[src/rtl/sync_fifo_pkg.sv]
// Shared helpers for the single-clock FIFO: width math, flag bundle and
// parameter legality.
package sync_fifo_pkg;

  localparam int DEFAULT_WIDTH    = 16;
  localparam int DEFAULT_DEPTH    = 8;
  localparam int DEFAULT_AE_LEVEL = 1;

  typedef struct packed {
    logic full;
    logic empty;
    logic almost_full;
    logic almost_empty;
  } fifo_flags_t;

  function automatic int clog2(input int n);
    int r;
    r = 0;
    while ((1 << r) < n) r++;
    return r;
  endfunction

  function automatic bit is_pow2(input int n);
    return (n > 0) && ((n & (n - 1)) == 0);
  endfunction

  function automatic bit params_ok(input int depth, input int ae, input int af);
    return is_pow2(depth) && (depth >= 2) && (ae >= 0) && (ae < af) && (af <= depth);
  endfunction

  // Flag values for a given occupancy; the controller registers these
  // alongside the count so that no flag depends on the current request.
  function automatic fifo_flags_t flags_for(input int count, input int depth,
                                            input int af, input int ae);
    fifo_flags_t f;
    f.full         = (count == depth);
    f.empty        = (count == 0);
    f.almost_full  = (count >= af);
    f.almost_empty = (count <= ae);
    return f;
  endfunction

endpackage

[src/rtl/sync_fifo_ctrl_if.sv]
// Push/pop/status bundle between a FIFO (slave) and its user (master).
interface sync_fifo_ctrl_if #(
  parameter int WIDTH = 16,
  parameter int DEPTH = 8
);
  localparam int CW = $clog2(DEPTH) + 1;

  logic             i_push;
  logic [WIDTH-1:0] i_wdata;
  logic             i_pop;
  logic [WIDTH-1:0] o_rdata;
  logic             o_full;
  logic             o_empty;
  logic             o_almost_full;
  logic             o_almost_empty;
  logic [CW-1:0]    o_count;
  logic             o_overflow;
  logic             o_underflow;

  modport master (
    output i_push, i_wdata, i_pop,
    input  o_rdata, o_full, o_empty, o_almost_full, o_almost_empty,
           o_count, o_overflow, o_underflow
  );

  modport slave (
    input  i_push, i_wdata, i_pop,
    output o_rdata, o_full, o_empty, o_almost_full, o_almost_empty,
           o_count, o_overflow, o_underflow
  );
endinterface

[src/rtl/sync_fifo_ctrl_ram.sv]
// FIFO storage: synchronous write, asynchronous read, contents not reset.
module fifo_ram #(
  parameter int WIDTH = 16,
  parameter int DEPTH = 8,
  parameter int ADDR  = 3
) (
  input  logic             i_clk,
  input  logic             i_we,
  input  logic [ADDR-1:0]  i_waddr,
  input  logic [WIDTH-1:0] i_wdata,
  input  logic [ADDR-1:0]  i_raddr,
  output logic [WIDTH-1:0] o_rdata
);

  logic [WIDTH-1:0] mem_q [DEPTH];

  // Write port.
  always_ff @(posedge i_clk) begin
    if (i_we) mem_q[i_waddr] <= i_wdata;
  end

  assign o_rdata = mem_q[i_raddr];

endmodule

[src/rtl/sync_fifo_ctrl.sv]
// Single-clock FIFO controller: pointers, occupancy count, registered
// flags, overflow/underflow pulses and the read-data path (standard or FWFT).
module sync_fifo_ctrl
  import sync_fifo_pkg::*;
#(
  parameter int WIDTH    = DEFAULT_WIDTH,
  parameter int DEPTH    = DEFAULT_DEPTH,
  parameter int FWFT     = 0,
  parameter int AF_LEVEL = DEPTH - 1,
  parameter int AE_LEVEL = DEFAULT_AE_LEVEL
) (
  input  logic              i_clk,
  input  logic              i_rst,
  sync_fifo_ctrl_if.slave   bus
);

  localparam int ADDR = clog2(DEPTH);
  localparam int CW   = ADDR + 1;
  localparam fifo_flags_t RST_FLAGS = flags_for(0, DEPTH, AF_LEVEL, AE_LEVEL);

  if (!params_ok(DEPTH, AE_LEVEL, AF_LEVEL)) begin : g_bad_params
    $error("sync_fifo_ctrl: DEPTH must be a power of two >= 2 and 0 <= AE_LEVEL < AF_LEVEL <= DEPTH");
  end

  logic [ADDR-1:0]  wr_ptr_q, wr_ptr_d;
  logic [ADDR-1:0]  rd_ptr_q, rd_ptr_d;
  logic [CW-1:0]    count_q, count_d;
  fifo_flags_t      flags_q, flags_d;
  logic             overflow_q, underflow_q;
  logic             push_ok, pop_ok;
  logic [WIDTH-1:0] ram_rdata;

  // A pop needs a stored word; a push into a full FIFO is allowed only
  // when a pop frees a slot at the same edge.
  assign pop_ok  = bus.i_pop & ~flags_q.empty;
  assign push_ok = bus.i_push & (~flags_q.full | pop_ok);

  // Next pointers, count and the flags that go with the new count.
  always_comb begin
    wr_ptr_d = wr_ptr_q;
    rd_ptr_d = rd_ptr_q;
    count_d  = count_q;
    if (push_ok) wr_ptr_d = wr_ptr_q + ADDR'(1);
    if (pop_ok)  rd_ptr_d = rd_ptr_q + ADDR'(1);
    if (push_ok && !pop_ok)      count_d = count_q + CW'(1);
    else if (!push_ok && pop_ok) count_d = count_q - CW'(1);
    flags_d = flags_for(int'(count_d), DEPTH, AF_LEVEL, AE_LEVEL);
  end

  // Controller state; error pulses last exactly one cycle.
  always_ff @(posedge i_clk or posedge i_rst) begin
    if (i_rst) begin
      wr_ptr_q    <= '0;
      rd_ptr_q    <= '0;
      count_q     <= '0;
      flags_q     <= RST_FLAGS;
      overflow_q  <= 1'b0;
      underflow_q <= 1'b0;
    end else begin
      wr_ptr_q    <= wr_ptr_d;
      rd_ptr_q    <= rd_ptr_d;
      count_q     <= count_d;
      flags_q     <= flags_d;
      overflow_q  <= bus.i_push & flags_q.full & ~pop_ok;
      underflow_q <= bus.i_pop & flags_q.empty;
    end
  end

  fifo_ram #(
    .WIDTH (WIDTH),
    .DEPTH (DEPTH),
    .ADDR  (ADDR)
  ) u_ram (
    .i_clk   (i_clk),
    .i_we    (push_ok),
    .i_waddr (wr_ptr_q),
    .i_wdata (bus.i_wdata),
    .i_raddr (rd_ptr_q),
    .o_rdata (ram_rdata)
  );

  if (FWFT != 0) begin : g_fwft
    // Head word is shown directly; forced to zero while empty so the
    // output is clean out of reset.
    assign bus.o_rdata = flags_q.empty ? '0 : ram_rdata;
  end else begin : g_std
    logic [WIDTH-1:0] rdata_q;

    // Read register loads the head word on an accepted pop, holds otherwise.
    always_ff @(posedge i_clk or posedge i_rst) begin
      if (i_rst)       rdata_q <= '0;
      else if (pop_ok) rdata_q <= ram_rdata;
    end

    assign bus.o_rdata = rdata_q;
  end

  assign bus.o_full         = flags_q.full;
  assign bus.o_empty        = flags_q.empty;
  assign bus.o_almost_full  = flags_q.almost_full;
  assign bus.o_almost_empty = flags_q.almost_empty;
  assign bus.o_count        = count_q;
  assign bus.o_overflow     = overflow_q;
  assign bus.o_underflow    = underflow_q;

endmodule
[src/flat_wrapper.sv]
// flat-port wrapper written by rule: the top's interface ports become plain ports
module sync_fifo_ctrl_flat import sync_fifo_pkg::*;
#(
  parameter int WIDTH    = DEFAULT_WIDTH,
  parameter int DEPTH    = DEFAULT_DEPTH,
  parameter int FWFT     = 0,
  parameter int AF_LEVEL = DEPTH - 1,
  parameter int AE_LEVEL = DEFAULT_AE_LEVEL
)
  (i_clk, i_rst, bus_i_push, bus_i_wdata, bus_i_pop, bus_o_rdata, bus_o_full, bus_o_empty, bus_o_almost_full, bus_o_almost_empty, bus_o_count, bus_o_overflow, bus_o_underflow);
  sync_fifo_ctrl_if #(.WIDTH(WIDTH), .DEPTH(DEPTH)) bus_i ();
  input  logic i_clk;
  input  logic i_rst;
  input wire logic [$bits(bus_i.i_push)-1:0] bus_i_push;
  input wire logic [$bits(bus_i.i_wdata)-1:0] bus_i_wdata;
  input wire logic [$bits(bus_i.i_pop)-1:0] bus_i_pop;
  output wire logic [$bits(bus_i.o_rdata)-1:0] bus_o_rdata;
  output wire logic [$bits(bus_i.o_full)-1:0] bus_o_full;
  output wire logic [$bits(bus_i.o_empty)-1:0] bus_o_empty;
  output wire logic [$bits(bus_i.o_almost_full)-1:0] bus_o_almost_full;
  output wire logic [$bits(bus_i.o_almost_empty)-1:0] bus_o_almost_empty;
  output wire logic [$bits(bus_i.o_count)-1:0] bus_o_count;
  output wire logic [$bits(bus_i.o_overflow)-1:0] bus_o_overflow;
  output wire logic [$bits(bus_i.o_underflow)-1:0] bus_o_underflow;
  assign bus_i.i_push = bus_i_push;
  assign bus_i.i_wdata = bus_i_wdata;
  assign bus_i.i_pop = bus_i_pop;
  assign bus_o_rdata = bus_i.o_rdata;
  assign bus_o_full = bus_i.o_full;
  assign bus_o_empty = bus_i.o_empty;
  assign bus_o_almost_full = bus_i.o_almost_full;
  assign bus_o_almost_empty = bus_i.o_almost_empty;
  assign bus_o_count = bus_i.o_count;
  assign bus_o_overflow = bus_i.o_overflow;
  assign bus_o_underflow = bus_i.o_underflow;
  sync_fifo_ctrl #(.WIDTH(WIDTH), .DEPTH(DEPTH), .FWFT(FWFT), .AF_LEVEL(AF_LEVEL), .AE_LEVEL(AE_LEVEL)) u_core (.i_clk(i_clk), .i_rst(i_rst), .bus(bus_i));
endmodule
[config.mk]
export PLATFORM = sky130hd
export DESIGN_NAME = sync_fifo_ctrl_flat
export DESIGN_NICKNAME = d
export VERILOG_FILES = /design/src/rtl/sync_fifo_pkg.sv /design/src/rtl/sync_fifo_ctrl_if.sv /design/src/rtl/sync_fifo_ctrl_ram.sv /design/src/rtl/sync_fifo_ctrl.sv /design/src/flat_wrapper.sv
export SDC_FILE = /design/constraint.sdc
export NUM_CORES = 1
export LEC_CHECK = 0
export CAP_MARGIN = 10
export CORE_UTILIZATION = 46
export DETAILED_ROUTE_END_ITERATION = 10
export GPL_TIMING_DRIVEN = 0
export MAX_ROUTING_LAYER = met4
export PLACE_DENSITY = 0.7
export SLEW_MARGIN = 20
export SYNTH_ARGS = -nofsm -noshare
export SYNTH_HDL_FRONTEND = slang
export SYNTH_HIERARCHICAL = 1
export SYNTH_SLANG_ARGS = --single-unit
[constraint.sdc]
create_clock -name i_clk -period 7.2 [get_ports i_clk]
set_input_delay 1.44 -clock i_clk [delete_from_list [all_inputs] [get_ports i_clk]]
set_output_delay 1.44 -clock i_clk [all_outputs]
set_load 0.02 [all_outputs]
* Word level (Yosys, flattened, before mapping) *
Memory sizes are Yosys's and may differ from the RTL's. A register that Yosys moved wholly into a read port is not among the register bits.
Index checks and enable logic that the tools add are counted.
Widths: inputs -> output; s select.

storage, ports and cells
  register bits after elaboration = 16
  bits in writable memories = 128
  input bits = 20
  memories = 1

cells by class
  add/subtract/negate cells = 4
  $lt $le $gt $ge = 2
  eq/ne operators = 1
  muxes and demuxes = 4
  bitwise operators = 9
  reduce and logical (&&, ||, !) cells = 5

memories
  name                depth  bits a word  read ports  clocked after Yosys merged registers in  wr ports  line                      source
  u_core.u_ram.mem_q  8      16           1           1                                        1         sync_fifo_ctrl_ram.sv:15  logic [WIDTH-1:0] mem_q [DEPTH];

operators by type and width
  operator             count
  $mux 4               2
  $add 3x1->3 const B  2
  $and 1x1->1          5
  $add 4x1->4 const B  1
  $eq 4x4->1 const B   1
  $ge 4x3->1 const B   1
  $le 4x1->1 const B   1
  $logic_not 4->1      1
  $sub 4x1->4 const B  1
  $not 1->1            3
  $logic_and 1x1->1    2
  $logic_not 1->1      2
  $mux 1               2
  $or 1x1->1           1

* Longest topological paths before layout *
Gate-level depths: netlist of run 1.

  depth after elaboration = 9
  gate-level depth with buffers = 6
  mapped depth without buffers = 6

* By module *
The synthesis of run 1 kept the hierarchy.

modules (own cells, without submodules)
  module          times used  cells each  area an instance (µm²)
  fifo_ram        1           198         4973.5
  sync_fifo_ctrl  1           132         1352.5

* Worst setup path before layout of run 1 *
OpenSTA, ideal clock, no wires.

  path kind = in2reg
  start = input bus_i_pop
  end = memory u_core.u_ram.mem_q[0][0], enable pin
  library setup time = 0.409 ns
  arrival time = 3.349 ns
  required time = 6.791 ns
  slack = 3.441 ns
  stages = 4
  path through = or2b_1 > a21boi_1 > nand2b_1 > nor3_1

on the way
  longest elaborated chain between the ends = 5

ends and longest elaborated chain
  element                       line                      source
  start: declaration            flat_wrapper.sv:16        input wire logic [$bits(bus_i.i_pop)-1:0] bus_i_pop;
  $and 1x1->1                   sync_fifo_ctrl.sv:35      assign pop_ok = bus.i_pop & ~flags_q.empty;
  $or 1x1->1                    sync_fifo_ctrl.sv:36      assign push_ok = bus.i_push & (~flags_q.full | pop_ok);
  $and 1x1->1                   sync_fifo_ctrl.sv:36
  named net u_core.push_ok      sync_fifo_ctrl.sv:30      logic push_ok, pop_ok;
  $mux 1                        sync_fifo_ctrl_ram.sv:19  if (i_we) mem_q[i_waddr] <= i_wdata;
  $mux 1 (not written as such)  sync_fifo_ctrl_ram.sv:19
  end: declaration              sync_fifo_ctrl_ram.sv:15

The timed path passes the listed nets, and every way through them passes these cells.

* Final worst setup path of run 1 *
  start = input bus_i_pop
  end = memory u_core.u_ram.mem_q[4][5], enable pin

The elaborated chain is that of the path after synthesis.

==> flow_summary.yaml, run 1 <==
run_status:
  run_status: "completed"
sta:
  fin_ws_ps: 3470
  finalHoldViolations: 0
  totalNegativeSetupSlack_ps: 0
  worst_slew_margin_rel: 0.444
  fin_worst_skew_ps: 4.66
  setup_violations: 0
  fin_crit_sh: 0.517
  max_clock_freq_mhz: 268
  timing_max_transition_violations_final: 0
  timing_worst_slew_pin_value_ps: 834
  rsz_0062_raised_after_global_routing: "false"
  finalCriticalPeriod_ps: 3730
worst_setup_path:
  critical_path.max_fanout: 7
  critical_path.reg2reg.startpoint: "u_core/bus.o_empty"
  regToRegSetupSlack_ps: 4650
  worst_ep_required_time_ps: 7330
  worst_setup_path_end_kind: "flip-flop"
  setup.worst_path.start: "bus_i_pop"
  worst-r2r-cell-count: 6
  crit_type: "in -> reg"
  endpoint: "u_core/u_ram/mem_q[4][5]"
  startpoint_type: "input port"
  worstPathArrival_ps: 3850
  worst_r2r_endpoint: "u_core/u_ram/mem_q[4][5]"
flow_run:
  max-cap-violations: 0
clocking:
  num_cts_buffers: 17
  post_cts_resize_count: 0
  tritoncts: "done"
  clkSinkCount: 160
  clockBufferDepth: 2
  clk_root_buffer_cell: "sky130_fd_sc_hd__clkbuf_16"
  cts_post_setup_buffers_inserted: 0
  clock_latency_reported_for_the_late_side_of_the_worst_skew_pair_ps: 410
  total_number_of_h_tree_levels: 4
  worst_setup_hold_path_clk_slew_ps: 60
  postCtsHoldBufs: 0
floorplanning:
  dieWidth_um: 119
  boundaryPins: 46
  start_util: 0.474
  die-height_um: 119
  fp-row-count: 42
  total_die_area_mm2: 0.0142
  core_area_mm2: 0.0133
pwr:
  total_power_uw: 3170
  power.ir.vdd_worst_mv: 0.227
  pwr_density_cell_mw_per_mm2: 409
  leakagePower_uw: 0.00280
place:
  post-place-cells: 561
  place_worst_setup_slack_ps: 3020
  finalWeightedCongestion: 0.715
  port_bufs: 45
  dp_hpwl_mm: 7.67
routing:
  detail_route.iter0.violations: 218
  drcViolationCount: 0
  total_vias_in_the_final_route: 3242
  routed_wl_mm: 11.7
  detail_route.vias_per_cell: 5.47
  drt_pre_antenna_iters: 4
  avgRoutedWirePerCell_um: 19.7
  antenna_left: 0
logic_synthesis:
  synth.net_count: 354
  synth_most_common_cell: "sky130_fd_sc_hd__edfxtp_1"
  number_of_different_library_cells_in_the_post_synthesis_netlist: 39
  synth-edff-count: 128
  synth.largest_area_cell: "sky130_fd_sc_hd__edfxtp_1"
  postSynthCellCount: 330
  postSynth.topFlopCell: "sky130_fd_sc_hd__edfxtp_1"
  synth.yosys.seq_area_share: 0.735
  synth.top_cell.area_share: 0.608
  synth_top_cells_by_area: "sky130_fd_sc_hd__edfxtp_1 61%, sky130_fd_sc_hd__dfrtp_1 12%, sky130_fd_sc_hd__mux4_1 12%"
  synthesis.yosys.warnings: 6
  seq_cells_post_synth: 160
  synth_commonest_cells: "128 x sky130_fd_sc_hd__edfxtp_1, 56 x sky130_fd_sc_hd__nand2_1, 30 x sky130_fd_sc_hd__dfrtp_1"
  syn_area_mm2: 0.00633
  syn-mean-instance-area_um2: 19.2
  postSynth.asyncResetShare: 0.200
final_layout:
  antenna-diode-count: 0
  layout.nets: 428
  area_growth_pct: 22.3
  final_cell_count_no_fill: 593
  final_layout_size_suffix_gt1_frac: 0.197
global_routing:
  grt_start_max_net_pins: 33
  grt.total_usage: 0.184
  first_global_vias: 3157
  grt_pass1_wl_mm: 18.1
  sum_of_overflow_across_all_layers_after_global_routing: 0
  antenna_found_initial: 0
min_path:
  worstHoldPathType: "reg -> reg"
## cells in the final DEF, fill, tap and decap left out, types with 2 or more instances in the layout
cell type | netlist | routed
sky130_fd_sc_hd__clkdlybuf4s50_1 | 0 | 45
sky130_fd_sc_hd__mux4_2 | 4 | 4
sky130_fd_sc_hd__inv_1 | 4 | 3
sky130_fd_sc_hd__nor2_2 | 0 | 6
sky130_fd_sc_hd__bufinv_16 | 0 | 2
sky130_fd_sc_hd__clkinvlp_4 | 0 | 4
sky130_fd_sc_hd__mux2_2 | 17 | 17
sky130_fd_sc_hd__o21ai_0 | 2 | 2
sky130_fd_sc_hd__dfrtp_1 | 30 | 30
sky130_fd_sc_hd__nand2b_1 | 3 | 3
sky130_fd_sc_hd__nand3_1 | 2 | 2
sky130_fd_sc_hd__clkbuf_16 | 0 | 17
sky130_fd_sc_hd__nor2b_1 | 2 | 2
sky130_fd_sc_hd__ha_1 | 4 | 4
sky130_fd_sc_hd__clkinv_2 | 0 | 2
sky130_fd_sc_hd__buf_8 | 0 | 2
sky130_fd_sc_hd__mux4_1 | 28 | 28
sky130_fd_sc_hd__nor3_2 | 0 | 2
sky130_fd_sc_hd__buf_1 | 6 | 6
sky130_fd_sc_hd__and3_1 | 3 | 3
sky130_fd_sc_hd__clkinv_4 | 0 | 4
sky130_fd_sc_hd__nand2_1 | 56 | 56
sky130_fd_sc_hd__a31oi_1 | 2 | 2
sky130_fd_sc_hd__edfxtp_1 | 128 | 128
sky130_fd_sc_hd__dfstp_2 | 2 | 2
sky130_fd_sc_hd__clkbuf_1 | 2 | 2
sky130_fd_sc_hd__clkbuf_8 | 0 | 3
sky130_fd_sc_hd__buf_6 | 4 | 11
sky130_fd_sc_hd__xnor2_1 | 5 | 5
## logic make-up (layout without fill, tap and decap cells)
| kind of cell | Yosys count | count (layout) | share of synthesized area |
|---|---|---|---|
| AOI/OAI and AO/OA | 13 | 13 | 0.0162 |
| xor gates and xnor gates | 6 | 6 | 0.00831 |
| adders and majority gates | 4 | 4 | 0.00791 |
| buffers and inverters | 17 | 104 | 0.0150 |
| DFF | 160 | 160 | 0.735 |
| muxes | 49 | 49 | 0.161 |
| and+or+nand+nor | 81 | 81 | 0.0572 |
## critical path, cell delays in order
cell and delay (ps):
sky130_fd_sc_hd__clkdlybuf4s50_1 510, sky130_fd_sc_hd__or2b_1 310, sky130_fd_sc_hd__a21boi_1 420, sky130_fd_sc_hd__nand2_1 260, sky130_fd_sc_hd__nor3_2 530, sky130_fd_sc_hd__buf_6 230, sky130_fd_sc_hd__buf_6 140
## layout make-up
type | instances | area [um^2]
clock inverter | 12 | 135
sequential | 160 | 4650
timing repair buffer | 55 | 567
tap | 176 | 220
inverter | 4 | 15.0
buffer | 13 | 80.1
clock buffer | 20 | 467
multi-input combinational | 153 | 1610
fill | 1022 | 5610
## worst min path at each step
| stage | start | end | cells after the start |
|---|---|---|---|
| global route | u_core/bus.o_rdata[4] | u_core/bus.o_rdata[4] | 2 |
| floorplan | u_core/wr_ptr_q[2] | u_core/wr_ptr_q[2] | 1 |
| detailed placement | u_core/bus.o_rdata[0] | u_core/bus.o_rdata[0] | 2 |
| finish | u_core/bus.o_rdata[14] | u_core/bus.o_rdata[14] | 2 |
| CTS | u_core/bus.o_rdata[0] | u_core/bus.o_rdata[0] | 2 |
| global placement | u_core/bus.o_rdata[8] | u_core/bus.o_rdata[8] | 2 |
## where the power goes
group | internal [uW] | switching [uW]
sequential | 1200 | 91.4
clock | 538 | 343
combinational | 483 | 509
## layer usage
layer	vias up	GRT usage	part of all wire
li1	1458	-	-
met1	1698	0.244	0.47
met2	72	0.283	0.48
met3	14	0.0311	0.037
met4	0	0.0759	0.016
met5	-	-	0
## per-stage QoR
step | hold WS (ps) | util | instance area (um^2)
floorplan | 457 | - | 6330
global route | 503 | 0.580 | 7740
finish | 472 | 0.580 | 7740
detailed placement | 465 | 0.535 | 7140
global placement | 459 | 0.524 | 7000
CTS | 480 | 0.580 | 7740
## registers in the layout, summed over array words and instances, names as in the netlist
signal / count
u_core/u_ram/mem_q: 128
u_core/bus.o_rdata: 16
u_core/bus.o_count: 4
u_core/rd_ptr_q: 3
u_core/wr_ptr_q: 3
u_core/bus.o_almost_empty: 1
u_core/bus.o_almost_full: 1
u_core/bus.o_empty: 1
u_core/bus.o_full: 1
u_core/bus.o_overflow: 1
u_core/bus.o_underflow: 1
Power figures use the tool's default switching activity.
==> inputs of run 2 (changes only) <==
==> constraint.sdc (replaced) <==
create_clock -name i_clk -period 3.8 [get_ports i_clk]
set_input_delay 0.76 -clock i_clk [delete_from_list [all_inputs] [get_ports i_clk]]
set_output_delay 0.76 -clock i_clk [all_outputs]
set_load 0.02 [all_outputs]
==> results of run 2 <==
The final DEF is identical to that of run 1. Status: completed.
Among the figures that moved: setup slack after placement 3020 ps -> 304 ps; setup slack after layout 3470 ps -> 755 ps; register-to-register setup slack 4650 ps -> 1250 ps; total power 3170 uW -> 6000 uW; worst IR drop on VDD 0.227 mV -> 0.430 mV
